## src/rtl/ps2_host_tx.sv

```systemverilog
// PS/2 host-to-device transmitter: inhibits the bus, sends start/8 data/parity/stop, checks the device ack.
// Lines are driven only via active-high output enables; the pin pads implement the open-drain tie-low.
module ps2_host_tx #(
  parameter int CLK_HZ     = 50000000,
  parameter int INHIBIT_US = 100,
  parameter int TIMEOUT_US = 15000,
  parameter int FILTER_LEN = 8
) (
  input  logic       clk,
  input  logic       rst,
  input  logic [7:0] tx_data,
  input  logic       tx_start,
  output logic       busy,
  output logic       done,
  output logic       error,
  input  logic       ps2_clk_in,
  input  logic       ps2_data_in,
  output logic       ps2_clk_oe,
  output logic       ps2_data_oe
);

  localparam int INH  = CLK_HZ / 1000000 * INHIBIT_US;
  localparam int TMO  = CLK_HZ / 1000000 * TIMEOUT_US;
  localparam int CMAX = (INH > TMO) ? INH : TMO;
  localparam int CW   = $clog2(CMAX + 1);
  localparam int FW   = $clog2(FILTER_LEN + 1);

  typedef enum logic [2:0] {
    IDLE, INHIBIT, RELEASE, BITS, ACK, WAITIDLE
  } state_t;

  state_t        state, state_nx;
  logic [1:0]    clk_sync, data_sync;
  logic          clk_filt, clk_filt_d;
  logic [FW-1:0] flt_cnt;
  logic          fall, data_s;
  logic [CW-1:0] tcnt;
  logic [3:0]    n;
  logic [9:0]    frame;
  logic          data_q;
  logic          done_q, error_q;
  logic          done_nx, error_nx;
  logic          accept, inh_last, tmo_hit;

  // Input synchronizers and clock glitch filter
  always_ff @(posedge clk) begin
    if (rst) begin
      clk_sync   <= 2'b11;
      data_sync  <= 2'b11;
      clk_filt   <= 1'b1;
      clk_filt_d <= 1'b1;
      flt_cnt    <= '0;
    end else begin
      clk_sync   <= {clk_sync[0], ps2_clk_in};
      data_sync  <= {data_sync[0], ps2_data_in};
      clk_filt_d <= clk_filt;
      if (clk_sync[1] == clk_filt) begin
        flt_cnt <= '0;
      end else if (flt_cnt == FW'(FILTER_LEN - 1)) begin
        clk_filt <= clk_sync[1];
        flt_cnt  <= '0;
      end else begin
        flt_cnt <= flt_cnt + 1'b1;
      end
    end
  end

  assign fall     = clk_filt_d & ~clk_filt;
  assign data_s   = data_sync[1];
  assign accept   = (state == IDLE) && tx_start && !done_q && !error_q;
  assign inh_last = (tcnt == CW'(INH - 1));
  assign tmo_hit  = (tcnt == CW'(TMO - 1)) && !fall;

  always_ff @(posedge clk) begin
    if (rst) begin
      state   <= IDLE;
      done_q  <= 1'b0;
      error_q <= 1'b0;
    end else begin
      state   <= state_nx;
      done_q  <= done_nx;
      error_q <= error_nx;
    end
  end

  always_comb begin
    state_nx = state;
    done_nx  = 1'b0;
    error_nx = 1'b0;
    case (state)
      IDLE:    if (accept) state_nx = INHIBIT;
      INHIBIT: if (inh_last) state_nx = RELEASE;
      RELEASE: begin
        if (tmo_hit) begin
          state_nx = IDLE;
          error_nx = 1'b1;
        end else begin
          state_nx = BITS;
        end
      end
      BITS: begin
        if (tmo_hit) begin
          state_nx = IDLE;
          error_nx = 1'b1;
        end else if (fall && n == 4'd9) begin
          state_nx = ACK;
        end
      end
      ACK: begin
        if (tmo_hit || (fall && data_s)) begin
          state_nx = IDLE;
          error_nx = 1'b1;
        end else if (fall) begin
          state_nx = WAITIDLE;
        end
      end
      WAITIDLE: begin
        if (tmo_hit) begin
          state_nx = IDLE;
          error_nx = 1'b1;
        end else if (clk_filt && data_s) begin
          state_nx = IDLE;
          done_nx  = 1'b1;
        end
      end
      default: state_nx = IDLE;
    endcase
  end

  // Frame, edge counter and the shared inhibit/timeout cycle counter
  always_ff @(posedge clk) begin
    if (rst) begin
      tcnt   <= '0;
      n      <= '0;
      frame  <= '0;
      data_q <= 1'b0;
    end else begin
      case (state)
        IDLE: begin
          if (accept) begin
            frame  <= {1'b1, ~^tx_data, tx_data};
            tcnt   <= '0;
            n      <= '0;
            data_q <= 1'b1;
          end
        end
        INHIBIT: tcnt <= inh_last ? '0 : tcnt + 1'b1;
        default: tcnt <= fall ? '0 : tcnt + 1'b1;
      endcase
      if (state == BITS && fall) begin
        n      <= n + 1'b1;
        data_q <= ~frame[n];
      end
    end
  end

  always_comb begin
    ps2_clk_oe  = 1'b0;
    ps2_data_oe = 1'b0;
    busy        = (state != IDLE);
    case (state)
      INHIBIT: begin
        ps2_clk_oe  = 1'b1;
        ps2_data_oe = inh_last;
      end
      RELEASE:   ps2_data_oe = 1'b1;
      BITS, ACK: ps2_data_oe = data_q;
      default:   ps2_data_oe = 1'b0;
    endcase
  end

  assign done  = done_q;
  assign error = error_q;

endmodule

```

## config.mk

```make
export PLATFORM = sky130hd
export DESIGN_NAME = ps2_host_tx
export DESIGN_NICKNAME = d
export VERILOG_FILES = /design/src/rtl/ps2_host_tx.sv
export SDC_FILE = /design/constraint.sdc
export NUM_CORES = 1
export LEC_CHECK = 0
export CORE_MARGIN = 1.5
export CORE_UTILIZATION = 35
export CTS_CLUSTER_SIZE = 24
export DETAILED_ROUTE_END_ITERATION = 10
export GPL_ROUTABILITY_DRIVEN = 0
export PLACE_DENSITY_LB_ADDON = 0.08
export SLEW_MARGIN = 10
export SYNTH_ARGS = -nofsm -noshare
export SYNTH_HDL_FRONTEND = slang
export SYNTH_SLANG_ARGS = --single-unit
```

## constraint.sdc

```tcl
create_clock -name clk -period 2 [get_ports clk]
set_input_delay 0.4 -clock clk [delete_from_list [all_inputs] [get_ports clk]]
set_output_delay 0.4 -clock clk [all_outputs]
set_load 0.05 [all_outputs]
```

==> report_table.html, run 1 <==
<table>
<tr><th>Metric</th><th>Value</th></tr>
<tr><th colspan="2">Final layout</th></tr>
<tr><td>Layout Utilization</td><td>between 40 and 50%</td></tr>
<tr><td>Number of nets in the final layout</td><td>353</td></tr>
<tr><td>Post-route design area</td><td>roughly 0.0031 sq mm</td></tr>
<tr><td>Post-layout instance count excluding filler cells</td><td>around 420</td></tr>
<tr><td>Fill cell instance count of the final layout</td><td>682</td></tr>
<tr><td>Signed area change from the synthesized netlist to the final layout</td><td>28.3%</td></tr>
<tr><td>Leading cell types in the layout, fill and taps excluded</td><td>49 x sky130_fd_sc_hd__dfxtp_1, 43 x sky130_fd_sc_hd__nor2_1, 37 x sky130_fd_sc_hd__buf_4, 35 x sky130_fd_sc_hd__nand2_1, 25 x sky130_fd_sc_hd__xnor2_1</td></tr>
<tr><td>Antenna fix cells</td><td>0</td></tr>
<tr><td>Share of final-layout standard cells stronger than drive strength 1</td><td>a little under a fifth</td></tr>
<tr><td>Most common cell after layout, fill and taps aside</td><td>sky130_fd_sc_hd__dfxtp_1</td></tr>
<tr><th colspan="2">Critical path</th></tr>
<tr><td>Delay contributed by the slowest stage of the critical path</td><td>around 550 ps</td></tr>
<tr><td>Worst path bufs/invs</td><td>1</td></tr>
<tr><td>Path type of the worst setup path</td><td>flip-flop to output port</td></tr>
<tr><td>Slowest cell on the critical path</td><td>sky130_fd_sc_hd__or4_4</td></tr>
<tr><td>Critical path endpoint category</td><td>output port</td></tr>
<tr><td>Critical path data required time</td><td>around 1600 ps</td></tr>
<tr><td>CP Launch Type</td><td>flip-flop</td></tr>
<tr><td>Family with the most delay on the worst path</td><td>simple AND/OR/NAND/NOR gates</td></tr>
<tr><td>Data arrival time at the worst-slack endpoint</td><td>2030 ps</td></tr>
<tr><td>CP Max Fanout</td><td>2</td></tr>
<tr><td>Critical path, cell by cell</td><td>or4_4, nor4b_4, a31oi_2, o31ai_4, buf_12</td></tr>
<tr><th colspan="2">Timing</th></tr>
<tr><td>Unrepaired setup endpoints after global routing</td><td>true</td></tr>
<tr><td>Actual slew at the worst max-slew pin</td><td>between 500 and 600 ps</td></tr>
<tr><td>Fmax</td><td>around 0.41 GHz</td></tr>
<tr><td>Number of setup violations in the final report</td><td>1</td></tr>
<tr><td>Remaining max-slew budget at the tightest pin</td><td>around 65%</td></tr>
<tr><td>Final hold slack</td><td>between 400 and 500 ps</td></tr>
<tr><td>Sum Neg Setup Slack</td><td>-434 ps</td></tr>
<tr><td>Fin. Hold Viols</td><td>0</td></tr>
<tr><td>Setup ws final</td><td>-434 ps</td></tr>
<tr><td>Final min period</td><td>roughly 2400 ps</td></tr>
<tr><td>Pins Over Slew Limit</td><td>0</td></tr>
<tr><td>Ratio of final minimum period to clock period</td><td>122%</td></tr>
<tr><td>Skew final</td><td>around 11 ps</td></tr>
<tr><th colspan="2">CTS</th></tr>
<tr><td>H-tree level count</td><td>2</td></tr>
<tr><td>Clock buffers created by TritonCTS</td><td>5</td></tr>
<tr><td>Clock latency of the later-clocked register in the worst-skew pair</td><td>between 300 and 400 ps</td></tr>
<tr><td>TritonCTS clock tree</td><td>built</td></tr>
<tr><td>Number of clock sinks</td><td>50</td></tr>
<tr><td>Clock slew at reported path FFs</td><td>around 90 ps</td></tr>
<tr><td>Root buffer cell</td><td>sky130_fd_sc_hd__clkbuf_8</td></tr>
<tr><td>Cts hold-fix bufs</td><td>0</td></tr>
<tr><td>Max Buffers Root-to-Sink</td><td>2</td></tr>
<tr><th colspan="2">Pwr</th></tr>
<tr><td>Leakage power figure</td><td>1.13 nW</td></tr>
<tr><td>Power per unit of standard cell area</td><td>around 970 mW/mm^2</td></tr>
<tr><td>Worst vdd ir</td><td>0.000650 V</td></tr>
<tr><td>Post-layout total power</td><td>3.02 mW</td></tr>
<tr><th colspan="2">Route</th></tr>
<tr><td>Final wirelength</td><td>between 5000 and 6000 um</td></tr>
<tr><td>Max layer used</td><td>met4</td></tr>
<tr><td>Number of DRC markers in iteration 0</td><td>between 80 and 90</td></tr>
<tr><td>Vias</td><td>2049</td></tr>
<tr><td>Antenna viol nets, final</td><td>0</td></tr>
<tr><td>DR WL met2</td><td>roughly 2100 um</td></tr>
<tr><td>Wire length on met3</td><td>between 150 and 200 um</td></tr>
<tr><td>DRT Pass-1 Iters</td><td>4</td></tr>
<tr><td>DRT met1 WL</td><td>between 2000 and 3000 um</td></tr>
<tr><td>Number of vias per cell</td><td>~4.9</td></tr>
<tr><td>Residual DRC</td><td>0</td></tr>
<tr><td>Routed len/inst</td><td>12.4 um</td></tr>
<tr><th colspan="2">Floorplan</th></tr>
<tr><td>Core box area</td><td>0.00672 sq mm</td></tr>
<tr><td>Initial cell density of the core</td><td>36.0%</td></tr>
<tr><td>Floorplan die height</td><td>86.1 um</td></tr>
<tr><td>Core Rows</td><td>30</td></tr>
<tr><td>Width of the die</td><td>between 80 and 90 um</td></tr>
<tr><td>I/O pin total</td><td>18</td></tr>
<tr><td>DIE AREA</td><td>between 0.007 and 0.008 sq mm</td></tr>
<tr><th colspan="2">Global routing</th></tr>
<tr><td>Aggregate global routing overflow</td><td>0</td></tr>
<tr><td>First-pass GRT wire length</td><td>roughly 8600 um</td></tr>
<tr><td>Global Route Usage Sum</td><td>roughly 15%</td></tr>
<tr><td>Number of global-route vias before repair</td><td>~1900</td></tr>
<tr><td>Largest net degree at the start of global routing</td><td>20</td></tr>
<tr><td>Antenna violations before repair</td><td>0</td></tr>
<tr><th colspan="2">Synthesis</th></tr>
<tr><td>Number of synthesized register bits</td><td>50</td></tr>
<tr><td>Number of enable flip-flop cells after synthesis</td><td>0</td></tr>
<tr><td>Count of yosys warnings during synthesis</td><td>0</td></tr>
<tr><td>Mapped cell area</td><td>0.00242 sq mm</td></tr>
<tr><td>Predominant post-synthesis flop cell</td><td>sky130_fd_sc_hd__dfxtp_1</td></tr>
<tr><td>Post-synth ARST share</td><td>0%</td></tr>
<tr><td>Number of standard cells after synthesis</td><td>roughly 290</td></tr>
<tr><td>Synth cell types</td><td>45</td></tr>
<tr><td>Sequential area share after synthesis</td><td>41.4%</td></tr>
<tr><td>Syn_nets</td><td>a little over 300</td></tr>
<tr><td>Syn_area_per_cell</td><td>roughly 8.4 sq um</td></tr>
<tr><th colspan="2">Placement</th></tr>
<tr><td>Detailed placer's ending HPWL</td><td>approximately 3800 um</td></tr>
<tr><td>Inst Count DP</td><td>between 400 and 500</td></tr>
<tr><td>Number of port buffers</td><td>17</td></tr>
<tr><td>Setup slack at placement</td><td>-185 ps</td></tr>
<tr><td>Post-DP Area</td><td>0.00296 sq mm</td></tr>
<tr><th colspan="2">Run status</th></tr>
<tr><td>Failing checks</td><td>setup timing</td></tr>
<tr><td>Outcome</td><td>finished with violations</td></tr>
<tr><th colspan="2">Min path</th></tr>
<tr><td>Class of the worst hold path</td><td>flip-flop to flip-flop</td></tr>
<tr><th colspan="2">Job</th></tr>
<tr><td>Reported max-cap violation count</td><td>0</td></tr>
</table>
## worst register-to-register path: stages (launching register included)
cell and delay (ps):
sky130_fd_sc_hd__dfxtp_2 330, sky130_fd_sc_hd__or4b_4 540, sky130_fd_sc_hd__nor3_4 230, sky130_fd_sc_hd__buf_6 140, sky130_fd_sc_hd__a21boi_1 80, sky130_fd_sc_hd__o31ai_2 280, sky130_fd_sc_hd__buf_4 230, sky130_fd_sc_hd__nor2_1 60
## cells in the mapped netlist, drive strengths merged, types with 5 or more instances
| cell | count | area, sq um |
|---|---|---|
| xnor2 | 25 | 219 |
| nand3 | 8 | 40.0 |
| nor2 | 43 | 161 |
| a21oi | 18 | 90.1 |
| nor3 | 16 | 91.3 |
| or2 | 6 | 37.5 |
| nand2 | 35 | 131 |
| inv | 7 | 26.3 |
| clkbuf | 11 | 41.3 |
| dfxtp | 50 | 1000 |
| xor2 | 5 | 43.8 |
## worst paths after layout
check / start / cells past startpoint / to / slack, ps
setup / recovery: tcnt[19] / 5 / ps2_data_oe / -430
setup reg to reg: tcnt[15] / 7 / tcnt[7] / 10
hold / removal: data_sync[0] / 1 / data_sync[1] / 410
hold reg to reg: data_sync[0] / 1 / data_sync[1] / 410
## registers in the layout, indices dropped and copies added (netlist names), 2 cells and up
register / count
state: 3
tcnt: 20
data_sync: 2
clk_sync: 2
flt_cnt: 4
n: 4
frame: 10
## power by group
part | total (mW) | switching, mW | internal, mW
Combinational | 1.14 | 0.654 | 0.489
Clock | 0.744 | 0.362 | 0.382
Sequential | 1.13 | 0.0478 | 1.09
## kinds of logic (layout without fill, tap and decap cells)
| family | after synthesis | in the layout | synth area share (%) |
|---|---|---|---|
| AOI/OAI and AO/OA | 36 | 36 | 9.73 |
| muxes | 5 | 5 | 3.11 |
| xor gates and xnor gates | 30 | 30 | 10.9 |
| buffers and inverters | 21 | 70 | 3.62 |
| and+or+nand+nor | 142 | 142 | 29.2 |
| DFF | 50 | 50 | 41.4 |
| adders and majority gates | 4 | 4 | 2.07 |
## what timing repair did
action                     in CTS  in global routing
setup buffers                   0                  2
resized for setup               3                  2
setup endpoints to repair      22                 23
pin swaps                       0                  3
## metal layers
| layer | vias up | GRT usage [%] |
|---|---|---|
| met5 | - | 0 |
| met4 | 0 | 4.84 |
| met1 | 933 | 21.8 |
| li1 | 1076 | - |
| met2 | 35 | 21.6 |
| met3 | 5 | 2.89 |
## final cells by class
class	count	area [sq um]	share of cell area (%)
Inverter	7	26.3	0.847
Clock buffer	5	68.8	2.22
Sequential cell	50	1000	32.3
Clock inverter	3	47.5	1.53
Tap cell	80	100	3.23
Timing Repair Buffer	55	489	15.8
Multi-Input combinational cell	217	1370	44.1
No activity file was read; power rests on OpenSTA's default activity.
==> inputs of run 2 (changes only) <==
clock period = 3 ns   (was 2 ns; I/O delays follow)
==> run 2 against run 1 <==
The run now ends clean. Sequential share of layout area grew 3.2 points. Combinational power fell by 48%. Flip-flop and latch count stayed put. Sequential power decreased by 30%. Cell count fell by 8.2%. Routed wire length shrank 7.2%. Register-to-register slack improved by 910 ps. Clock skew decreased by 0.60 ps. Hold slack is essentially flat. Via count is 5.6% lower. Die area stayed put. Largest power group is now sequential cells. Highest routed layer unchanged.
==> report_table.html, run 2 (synthesis gave the netlist of run 1 again) <==
<table>
<tr><th>Metric</th><th>Value</th></tr>
<tr><th colspan="2">Global routing</th></tr>
<tr><td>Antenna violations before repair</td><td>0 (unchanged)</td></tr>
<tr><td>Aggregate global routing overflow</td><td>0 (unchanged)</td></tr>
<tr><td>Number of global-route vias before repair</td><td>1739 (-6.8%)</td></tr>
<tr><td>Largest net degree at the start of global routing</td><td>21 (+5.0%)</td></tr>
<tr><td>First-pass GRT wire length</td><td>8350 um (-3.3%)</td></tr>
<tr><td>Global Route Usage Sum</td><td>14.1% (-0.72 points)</td></tr>
<tr><th colspan="2">Timing</th></tr>
<tr><td>Fmax</td><td>~0.35 GHz</td></tr>
<tr><td>Fin. Hold Viols</td><td>0 (unchanged)</td></tr>
<tr><td>Unrepaired setup endpoints after global routing</td><td>false</td></tr>
<tr><td>Sum Neg Setup Slack</td><td>0 ps (+434 ps)</td></tr>
<tr><td>Ratio of final minimum period to clock period</td><td>94.0%</td></tr>
<tr><td>Number of setup violations in the final report</td><td>0 (-1)</td></tr>
<tr><td>Final min period</td><td>2820 ps</td></tr>
<tr><td>Actual slew at the worst max-slew pin</td><td>651 ps (+134 ps)</td></tr>
<tr><td>Skew final</td><td>10.9 ps (-0.596 ps)</td></tr>
<tr><td>Pins Over Slew Limit</td><td>0 (unchanged)</td></tr>
<tr><td>Remaining max-slew budget at the tightest pin</td><td>56.4% (-8.9 points)</td></tr>
<tr><th colspan="2">Floorplan</th></tr>
<tr><td>Initial cell density of the core</td><td>36.0% (unchanged)</td></tr>
<tr><td>Core box area</td><td>0.00672 sq mm (unchanged)</td></tr>
<tr><td>I/O pin total</td><td>18 (unchanged)</td></tr>
<tr><td>Core Rows</td><td>30 (unchanged)</td></tr>
<tr><td>DIE AREA</td><td>0.00741 sq mm (unchanged)</td></tr>
<tr><td>Width of the die</td><td>86.1 um (unchanged)</td></tr>
<tr><td>Floorplan die height</td><td>86.1 um (unchanged)</td></tr>
<tr><th colspan="2">CTS</th></tr>
<tr><td>Clock slew at reported path FFs</td><td>90 ps (about the same)</td></tr>
<tr><td>Root buffer cell</td><td>sky130_fd_sc_hd__clkbuf_8</td></tr>
<tr><td>H-tree level count</td><td>2 (unchanged)</td></tr>
<tr><td>Number of clock sinks</td><td>50 (unchanged)</td></tr>
<tr><td>TritonCTS clock tree</td><td>built</td></tr>
<tr><td>Cts hold-fix bufs</td><td>0 (unchanged)</td></tr>
<tr><td>Max Buffers Root-to-Sink</td><td>2 (unchanged)</td></tr>
<tr><td>Clock buffers created by TritonCTS</td><td>5 (unchanged)</td></tr>
<tr><td>Clock latency of the later-clocked register in the worst-skew pair</td><td>310 ps (about the same)</td></tr>
<tr><th colspan="2">Critical path</th></tr>
<tr><td>Data arrival time at the worst-slack endpoint</td><td>2220 ps (+190 ps)</td></tr>
<tr><td>Critical path endpoint category</td><td>output port</td></tr>
<tr><td>Path type of the worst setup path</td><td>flip-flop to output port</td></tr>
<tr><td>CP Launch Type</td><td>flip-flop</td></tr>
<tr><td>Launch point of the worst path</td><td>tcnt[11]</td></tr>
<tr><td>R2r endpoint</td><td>tcnt[10]</td></tr>
<tr><td>Reg2Reg Launch Point</td><td>tcnt[11]</td></tr>
<tr><td>Worst R2R Setup Slack</td><td>920 ps (+910 ps)</td></tr>
<tr><td>Cell depth of the worst flop-to-flop path</td><td>6 (-1)</td></tr>
<tr><td>Critical path data required time</td><td>2400 ps (+800 ps)</td></tr>
<tr><td>Crit path to</td><td>ps2_data_oe</td></tr>
<tr><td>CP Max Fanout</td><td>6 (+4)</td></tr>
<tr><th colspan="2">Run status</th></tr>
<tr><td>Outcome</td><td>finished clean</td></tr>
<tr><th colspan="2">Placement</th></tr>
<tr><td>Post-DP Area</td><td>0.00267 sq mm (-9.8%)</td></tr>
<tr><td>Inst Count DP</td><td>375 (-8.1%)</td></tr>
<tr><td>Number of port buffers</td><td>17 (unchanged)</td></tr>
<tr><td>Detailed placer's ending HPWL</td><td>3350 um (-12%)</td></tr>
<tr><th colspan="2">Pwr</th></tr>
<tr><td>Part of the total power dissipated in sequential elements</td><td>40.2% (+2.6 points)</td></tr>
<tr><td>Power per unit of standard cell area</td><td>701 mW/mm^2 (-28%)</td></tr>
<tr><td>Worst vdd ir</td><td>0.000249 V (-62%)</td></tr>
<tr><td>Clock network fraction of design power</td><td>29.7% (+5.1 points)</td></tr>
<tr><td>Reported net switching power</td><td>664 uW (-38%)</td></tr>
<tr><td>Proportion of total power due to net switching</td><td>33.6% (-1.6 points)</td></tr>
<tr><td>Total internal power</td><td>1.31 mW (-33%)</td></tr>
<tr><td>Gate power share</td><td>30.1% (-7.7 points)</td></tr>
<tr><td>Post-layout total power</td><td>1.98 mW (-35%)</td></tr>
<tr><td>Leakage power figure</td><td>0.941 nW (-17%)</td></tr>
<tr><th colspan="2">Route</th></tr>
<tr><td>Number of vias per cell</td><td>5.05 (+2.8%)</td></tr>
<tr><td>Vias</td><td>1934 (-5.6%)</td></tr>
<tr><td>Antenna viol nets, final</td><td>0 (unchanged)</td></tr>
<tr><td>Number of DRC markers in iteration 0</td><td>55 (-34%)</td></tr>
<tr><td>Residual DRC</td><td>0 (unchanged)</td></tr>
<tr><td>Final wirelength</td><td>4800 um (-7.2%)</td></tr>
<tr><td>DRT Pass-1 Iters</td><td>4 (unchanged)</td></tr>
<tr><td>Routed len/inst</td><td>12.5 um (+1.0%)</td></tr>
<tr><th colspan="2">Final layout</th></tr>
<tr><td>Largest registers</td><td>tcnt x20, frame x10</td></tr>
<tr><td>Number of nets in the final layout</td><td>319 (-9.6%)</td></tr>
<tr><td>Leading cell types in the layout, fill and taps excluded</td><td>50 x sky130_fd_sc_hd__dfxtp_1, 43 x sky130_fd_sc_hd__nor2_1, 35 x sky130_fd_sc_hd__nand2_1, 25 x sky130_fd_sc_hd__xnor2_1, 18 x sky130_fd_sc_hd__a21oi_1</td></tr>
<tr><td>Fill cell instance count of the final layout</td><td>684 (+0.29%)</td></tr>
<tr><td>Signed area change from the synthesized netlist to the final layout</td><td>16.7%</td></tr>
<tr><td>Post-route design area</td><td>0.00282 sq mm (-9.1%)</td></tr>
<tr><td>Share of final-layout standard cells stronger than drive strength 1</td><td>7.59% (-11 points)</td></tr>
<tr><td>Register with the most flip-flops</td><td>tcnt</td></tr>
<tr><td>Flip-flop count of the largest register after layout</td><td>20 (unchanged)</td></tr>
<tr><td>Most common cell after layout, fill and taps aside</td><td>sky130_fd_sc_hd__dfxtp_1</td></tr>
<tr><td>Antenna fix cells</td><td>0 (unchanged)</td></tr>
<tr><td>Post-layout instance count excluding filler cells</td><td>383 (-8.2%)</td></tr>
<tr><th colspan="2">Min path</th></tr>
<tr><td>Class of the worst hold path</td><td>flip-flop to flip-flop</td></tr>
<tr><td>Hold Path Depth</td><td>1 (unchanged)</td></tr>
<tr><th colspan="2">Job</th></tr>
<tr><td>Reported max-cap violation count</td><td>0 (unchanged)</td></tr>
</table>
[run 2: cell count changes in the layout (fill, tap and decap cells not counted), moves of 2 or more]
cell	change
sky130_fd_sc_hd__buf_12	-2
sky130_fd_sc_hd__buf_4	-33
sky130_fd_sc_hd__clkdlybuf4s50_1	+2
sky130_fd_sc_hd__inv_6	-2
[run 2: worst min-delay path by stage]
stage / startpoint / end / slack, ps
finish: clk_sync[0] / clk_sync[1] / 410
global route: clk_sync[0] / clk_sync[1] / 440
CTS: clk_sync[0] / clk_sync[1] / 420
detailed placement: clk_sync[0] / clk_sync[1] / 390
global placement: clk_sync[0] / clk_sync[1] / 390
floorplan: clk_sync[0] / clk_sync[1] / 380
[run 2: power by group through the flow]
stage          Combinational, mW  Clock [mW]  Sequential [mW]
6_report                   0.595       0.587            0.795
3_5_place_dp               0.597           0            0.811
5_1_grt                    0.658       0.629            0.812
3_3_place_gp               0.606           0            0.814
4_1_cts                    0.600       0.603            0.796
2_1_floorplan              0.474           0            0.768
[run 2: what timing repair did]
item | in CTS | in global routing
gates resized for setup | 0 | 1
setup buffers | 0 | 0
hold endpoints to repair | 0 | 0
setup endpoints to repair | 0 | 1
[run 2: layout make-up]
class / count / area [sq um] / area share, %
clock buffer: 6 / 82.6 / 2.93
clock inverter: 2 / 60.1 / 2.13
inverter: 7 / 26.3 / 0.932
multi-input combinational: 217 / 1340 / 47.5
sequential: 50 / 1000 / 35.5
tap: 80 / 100 / 3.55
timing repair buffer: 21 / 210 / 7.45
[run 2: per-stage QoR]
stage	worst slack, ps	util, %	hold slack (ps)
floorplan	343	-	383
global placement	458	39.8	390
detailed placement	455	39.8	394
CTS	98.2	41.9	417
global route	58.8	42.0	437
finish	180	42.0	415
[run 2: critical path, cell delays in order (launching register included)]
cell                      delay, ps
sky130_fd_sc_hd__dfxtp_1        350
sky130_fd_sc_hd__or4b_4         560
sky130_fd_sc_hd__nor3_4         300
sky130_fd_sc_hd__a31oi_1        160
sky130_fd_sc_hd__o31ai_2        360
sky130_fd_sc_hd__buf_12         180
[run 2: metal layers]
metal | track usage, % | share of wire (%) | up-vias
li1 | - | - | 1011
met1 | 20.2 | 52 | 885
met2 | 20.5 | 44 | 32
met3 | 3.18 | 3.4 | 6
met4 | 5.43 | 1.4 | 0
met5 | 0 | 0 | -
==> inputs of run 3 (changes only) <==
ABC_AREA = 1   (was unset)
==> run 3 against run 2 <==
Flip-flop and latch count unchanged. Critical endpoint unchanged. Total power decreased by 2.4%. Routed wire length increased by 22%. Largest power group unchanged. Critical path type unchanged. Cell count increased by 30%. Utilization about the same.
==> report_table.html, run 3 <==
<table>
<tr><th>Metric</th><th>Value</th></tr>
<tr><th colspan="2">Timing</th></tr>
<tr><td>Fmax</td><td>0.398 GHz (+12%)</td></tr>
<tr><td>Final hold slack</td><td>416 ps (+1.63 ps)</td></tr>
<tr><td>Unrepaired setup endpoints after global routing</td><td>false</td></tr>
<tr><td>Actual slew at the worst max-slew pin</td><td>500 ps (-151 ps)</td></tr>
<tr><td>Pins Over Slew Limit</td><td>0 (unchanged)</td></tr>
<tr><td>Remaining max-slew budget at the tightest pin</td><td>66.6% (+10 points)</td></tr>
<tr><td>Number of setup violations in the final report</td><td>0 (unchanged)</td></tr>
<tr><td>Fin. Hold Viols</td><td>0 (unchanged)</td></tr>
<tr><td>Sum Neg Setup Slack</td><td>0 ps (unchanged)</td></tr>
<tr><td>Ratio of final minimum period to clock period</td><td>83.7% (-10 points)</td></tr>
<tr><td>Final min period</td><td>2510 ps (-307 ps)</td></tr>
<tr><td>Skew final</td><td>7.99 ps (-2.89 ps)</td></tr>
<tr><th colspan="2">Synthesis</th></tr>
<tr><td>Area fraction of the dominant cell type after synthesis</td><td>37.7% (-3.7 points)</td></tr>
<tr><td>Count of yosys warnings during synthesis</td><td>0 (unchanged)</td></tr>
<tr><td>Number of standard cells after synthesis</td><td>377 (+31%)</td></tr>
<tr><td>Area share of and/or/nand/nor cells after synthesis</td><td>38.4% (+9.2 points)</td></tr>
<tr><td>Sequential area share after synthesis</td><td>37.7% (-3.7 points)</td></tr>
<tr><td>Adder-Cell Fraction of Synth Area</td><td>1.89% (-0.18 points)</td></tr>
<tr><td>XOR/XNOR share of the synthesized area</td><td>3.63% (-7.2 points)</td></tr>
<tr><td>Post-synth ARST share</td><td>0% (unchanged)</td></tr>
<tr><td>Most numerous cell in the Yosys netlist</td><td>sky130_fd_sc_hd__nor2_1</td></tr>
<tr><td>Main combinational cell family by area after synthesis</td><td>simple AND/OR/NAND/NOR gates</td></tr>
<tr><td>Top cells by count, synth</td><td>71 x sky130_fd_sc_hd__nor2_1, 63 x sky130_fd_sc_hd__nand2_1, 50 x sky130_fd_sc_hd__dfxtp_1</td></tr>
<tr><td>Biggest area consumer among synthesized cells</td><td>sky130_fd_sc_hd__dfxtp_1</td></tr>
<tr><td>Number of synthesized register bits</td><td>50 (unchanged)</td></tr>
<tr><td>Syn_nets</td><td>394 (+29%)</td></tr>
<tr><td>Predominant post-synthesis flop cell</td><td>sky130_fd_sc_hd__dfxtp_1</td></tr>
<tr><td>Mapped cell area</td><td>0.00265 sq mm (+9.8%)</td></tr>
<tr><td>Mux contribution to synthesized area</td><td>0% (-3.1 points)</td></tr>
<tr><td>Synth cell types</td><td>37 (-18%)</td></tr>
<tr><td>Syn_area_per_cell</td><td>7.04 sq um (-16%)</td></tr>
<tr><td>Top cells by area, synth</td><td>sky130_fd_sc_hd__dfxtp_1 38%, sky130_fd_sc_hd__nor2_1 10%, sky130_fd_sc_hd__nand2_1 8.9%, sky130_fd_sc_hd__inv_1 5.5%, sky130_fd_sc_hd__nand3_1 4.3%</td></tr>
<tr><td>Compound-Gate Fraction of Synth Area</td><td>10.2% (+0.50 points)</td></tr>
<tr><td>Number of enable flip-flop cells after synthesis</td><td>0 (unchanged)</td></tr>
<tr><th colspan="2">Global routing</th></tr>
<tr><td>Antenna violations before repair</td><td>0 (unchanged)</td></tr>
<tr><td>Aggregate global routing overflow</td><td>0 (unchanged)</td></tr>
<tr><td>Number of global-route vias before repair</td><td>2200 (+27%)</td></tr>
<tr><td>First-pass GRT wire length</td><td>10400 um (+24%)</td></tr>
<tr><td>Global Route Usage Sum</td><td>15.4% (+1.3 points)</td></tr>
<tr><td>Largest net degree at the start of global routing</td><td>18 (-14%)</td></tr>
<tr><th colspan="2">Floorplan</th></tr>
<tr><td>Core Rows</td><td>31 (+3.3%)</td></tr>
<tr><td>Core box area</td><td>0.00729 sq mm (+8.5%)</td></tr>
<tr><td>I/O pin total</td><td>18 (unchanged)</td></tr>
<tr><td>Floorplan die height</td><td>90.1 um (+4.6%)</td></tr>
<tr><td>Initial cell density of the core</td><td>36.4% (+0.42 points)</td></tr>
<tr><td>DIE AREA</td><td>0.00811 sq mm (+9.4%)</td></tr>
<tr><td>Width of the die</td><td>90.1 um (+4.6%)</td></tr>
<tr><th colspan="2">Final layout</th></tr>
<tr><td>Largest registers</td><td>tcnt x20, frame x10</td></tr>
<tr><td>Register with the most flip-flops</td><td>tcnt</td></tr>
<tr><td>Number of nets in the final layout</td><td>415 (+30%)</td></tr>
<tr><td>Most common cell after layout, fill and taps aside</td><td>sky130_fd_sc_hd__nor2_1</td></tr>
<tr><td>Share of final-layout standard cells stronger than drive strength 1</td><td>13.3% (+5.7 points)</td></tr>
<tr><td>Antenna fix cells</td><td>0 (unchanged)</td></tr>
<tr><td>Leading cell types in the layout, fill and taps excluded</td><td>71 x sky130_fd_sc_hd__nor2_1, 63 x sky130_fd_sc_hd__nand2_1, 50 x sky130_fd_sc_hd__dfxtp_1, 39 x sky130_fd_sc_hd__inv_1, 23 x sky130_fd_sc_hd__nand3_1</td></tr>
<tr><td>Signed area change from the synthesized netlist to the final layout</td><td>15.2%</td></tr>
<tr><td>Post-route design area</td><td>0.00306 sq mm (+8.4%)</td></tr>
<tr><td>Layout Utilization</td><td>41.9% (about the same)</td></tr>
<tr><td>Flip-flop count of the largest register after layout</td><td>20 (unchanged)</td></tr>
<tr><th colspan="2">Critical path</th></tr>
<tr><td>Path type of the worst setup path</td><td>flip-flop to output port</td></tr>
<tr><td>R2r endpoint</td><td>tcnt[2]</td></tr>
<tr><td>Cell depth of the worst flop-to-flop path</td><td>10 (+4)</td></tr>
<tr><td>Slowest cell on the critical path</td><td>sky130_fd_sc_hd__dlymetal6s2s_1</td></tr>
<tr><td>Delay contributed by the slowest stage of the critical path</td><td>450 ps (-110 ps)</td></tr>
<tr><td>Critical path data required time</td><td>2400 ps (about the same)</td></tr>
<tr><td>CP Max Fanout</td><td>4 (-2)</td></tr>
<tr><td>CP Launch Type</td><td>flip-flop</td></tr>
<tr><td>Data arrival time at the worst-slack endpoint</td><td>1910 ps (-310 ps)</td></tr>
<tr><td>Worst path bufs/invs</td><td>1 (unchanged)</td></tr>
<tr><td>Critical path, cell by cell</td><td>ha_1, nand3_1, nor2_1, nand3b_1, o31ai_1, dlymetal6s2s_1</td></tr>
<tr><td>Number of cells on the critical path</td><td>6 (+1)</td></tr>
<tr><td>Reg2Reg Launch Point</td><td>tcnt[0]</td></tr>
<tr><td>Worst R2R Setup Slack</td><td>1070 ps (+150 ps)</td></tr>
<tr><td>Family with the most delay on the worst path</td><td>buffers and inverters</td></tr>
<tr><td>Critical path endpoint category</td><td>output port</td></tr>
<tr><th colspan="2">Route</th></tr>
<tr><td>Routed len/inst</td><td>11.7 um (-6.5%)</td></tr>
<tr><td>Number of DRC markers in iteration 0</td><td>87 (+58%)</td></tr>
<tr><td>Residual DRC</td><td>0 (unchanged)</td></tr>
<tr><td>Antenna viol nets, final</td><td>0 (unchanged)</td></tr>
<tr><td>DRT Pass-1 Iters</td><td>4 (unchanged)</td></tr>
<tr><td>Vias</td><td>2351 (+22%)</td></tr>
<tr><td>Final wirelength</td><td>5830 um (+22%)</td></tr>
<tr><td>Number of vias per cell</td><td>4.72 (-6.5%)</td></tr>
<tr><th colspan="2">CTS</th></tr>
<tr><td>Clock slew at reported path FFs</td><td>100 ps (about the same)</td></tr>
<tr><td>H-tree level count</td><td>2 (unchanged)</td></tr>
<tr><td>Root buffer cell</td><td>sky130_fd_sc_hd__clkbuf_8</td></tr>
<tr><td>Number of clock sinks</td><td>50 (unchanged)</td></tr>
<tr><td>Clock latency of the later-clocked register in the worst-skew pair</td><td>300 ps (about the same)</td></tr>
<tr><td>Clock buffers created by TritonCTS</td><td>5 (unchanged)</td></tr>
<tr><td>Max Buffers Root-to-Sink</td><td>2 (unchanged)</td></tr>
<tr><td>TritonCTS clock tree</td><td>built</td></tr>
<tr><th colspan="2">Pwr</th></tr>
<tr><td>Worst vdd ir</td><td>0.000300 V (+20%)</td></tr>
<tr><td>Power per unit of standard cell area</td><td>631 mW/mm^2 (-10%)</td></tr>
<tr><td>Leakage power figure</td><td>1.28 nW (+36%)</td></tr>
<tr><td>Post-layout total power</td><td>1.93 mW (-2.4%)</td></tr>
<tr><th colspan="2">Run status</th></tr>
<tr><td>Outcome</td><td>finished clean</td></tr>
<tr><th colspan="2">Placement</th></tr>
<tr><td>Number of port buffers</td><td>17 (unchanged)</td></tr>
<tr><td>Detailed placer's ending HPWL</td><td>4480 um (+34%)</td></tr>
<tr><td>Post-DP Area</td><td>0.00294 sq mm (+10%)</td></tr>
<tr><th colspan="2">Min path</th></tr>
<tr><td>Hold path startpoint</td><td>data_sync[0]</td></tr>
<tr><td>Endpoint, Worst Hold</td><td>data_sync[1]</td></tr>
<tr><td>Hold Path Depth</td><td>1 (unchanged)</td></tr>
<tr><td>Class of the worst hold path</td><td>flip-flop to flip-flop</td></tr>
<tr><th colspan="2">Job</th></tr>
<tr><td>Reported max-cap violation count</td><td>0 (unchanged)</td></tr>
</table>
## run 3: cell types whose count changed after synthesis, moves of 9 or more
cell,before,now
sky130_fd_sc_hd__inv_1,7,39
sky130_fd_sc_hd__nand2_1,35,63
sky130_fd_sc_hd__nor2_1,43,71
sky130_fd_sc_hd__nand3_1,8,23
sky130_fd_sc_hd__o21ai_0,1,20
sky130_fd_sc_hd__nor3_1,15,6
sky130_fd_sc_hd__xnor2_1,25,7
sky130_fd_sc_hd__inv_2,0,9
## run 3: per-layer routing
layer	routed length [um]	share of wire [%]	vias to the layer above	GRT usage, %
li1	-	-	1252	-
met1	3220	55	1068	22.4
met2	2390	41	26	23.7
met3	174	3.0	5	2.71
met4	44	0.75	0	3.57
met5	0	0	-	0
## run 3: where the power goes
part	internal, mW	total [mW]	switching, mW
logic	0.223	0.642	0.419
clock network	0.248	0.488	0.240
registers	0.744	0.799	0.0557
total	1.21	1.93	0.714
## run 3: through the flow
stage                     worst slack (ps)  instances
after detailed placement               421        490
after floorplan                        430        377
final                                  488        498
after global routing                   305        498
after global placement                 487        490
after CTS                             70.7        498
## run 3: layout make-up
cell class	count	area (sq um)
clock buffer	5	68.8
fill	816	4230
inverter	50	188
sequential	50	1000
tap	99	124
multi-input combinational	271	1440
clock inverter	3	45.0
timing repair buffer	20	195
## run 3: how the worst max path moves through the flow
stage,end,start,slack [ps]
after CTS,ps2_data_oe,tcnt[0],70
after detailed placement,ps2_data_oe,tcnt[0],420
after floorplan,ps2_data_oe,tcnt[0],430
after global routing,ps2_data_oe,tcnt[0],300
final,ps2_data_oe,tcnt[0],490
after global placement,ps2_data_oe,tcnt[0],490
## run 3: cells by family after synthesis
group                      Yosys count
AOI/OAI and AO/OA                   48
xor gates and xnor gates            11
adders and majority gates            4
buffers and inverters               56
DFF                                 50
and+or+nand+nor                    208
## run 3: timing repair
item | in CTS | in global routing
setup endpoints to repair | 0 | 1
setup buffers | 0 | 0
gates resized for setup | 0 | 1
hold buffers | 0 | 0
hold endpoints to repair | 0 | 0
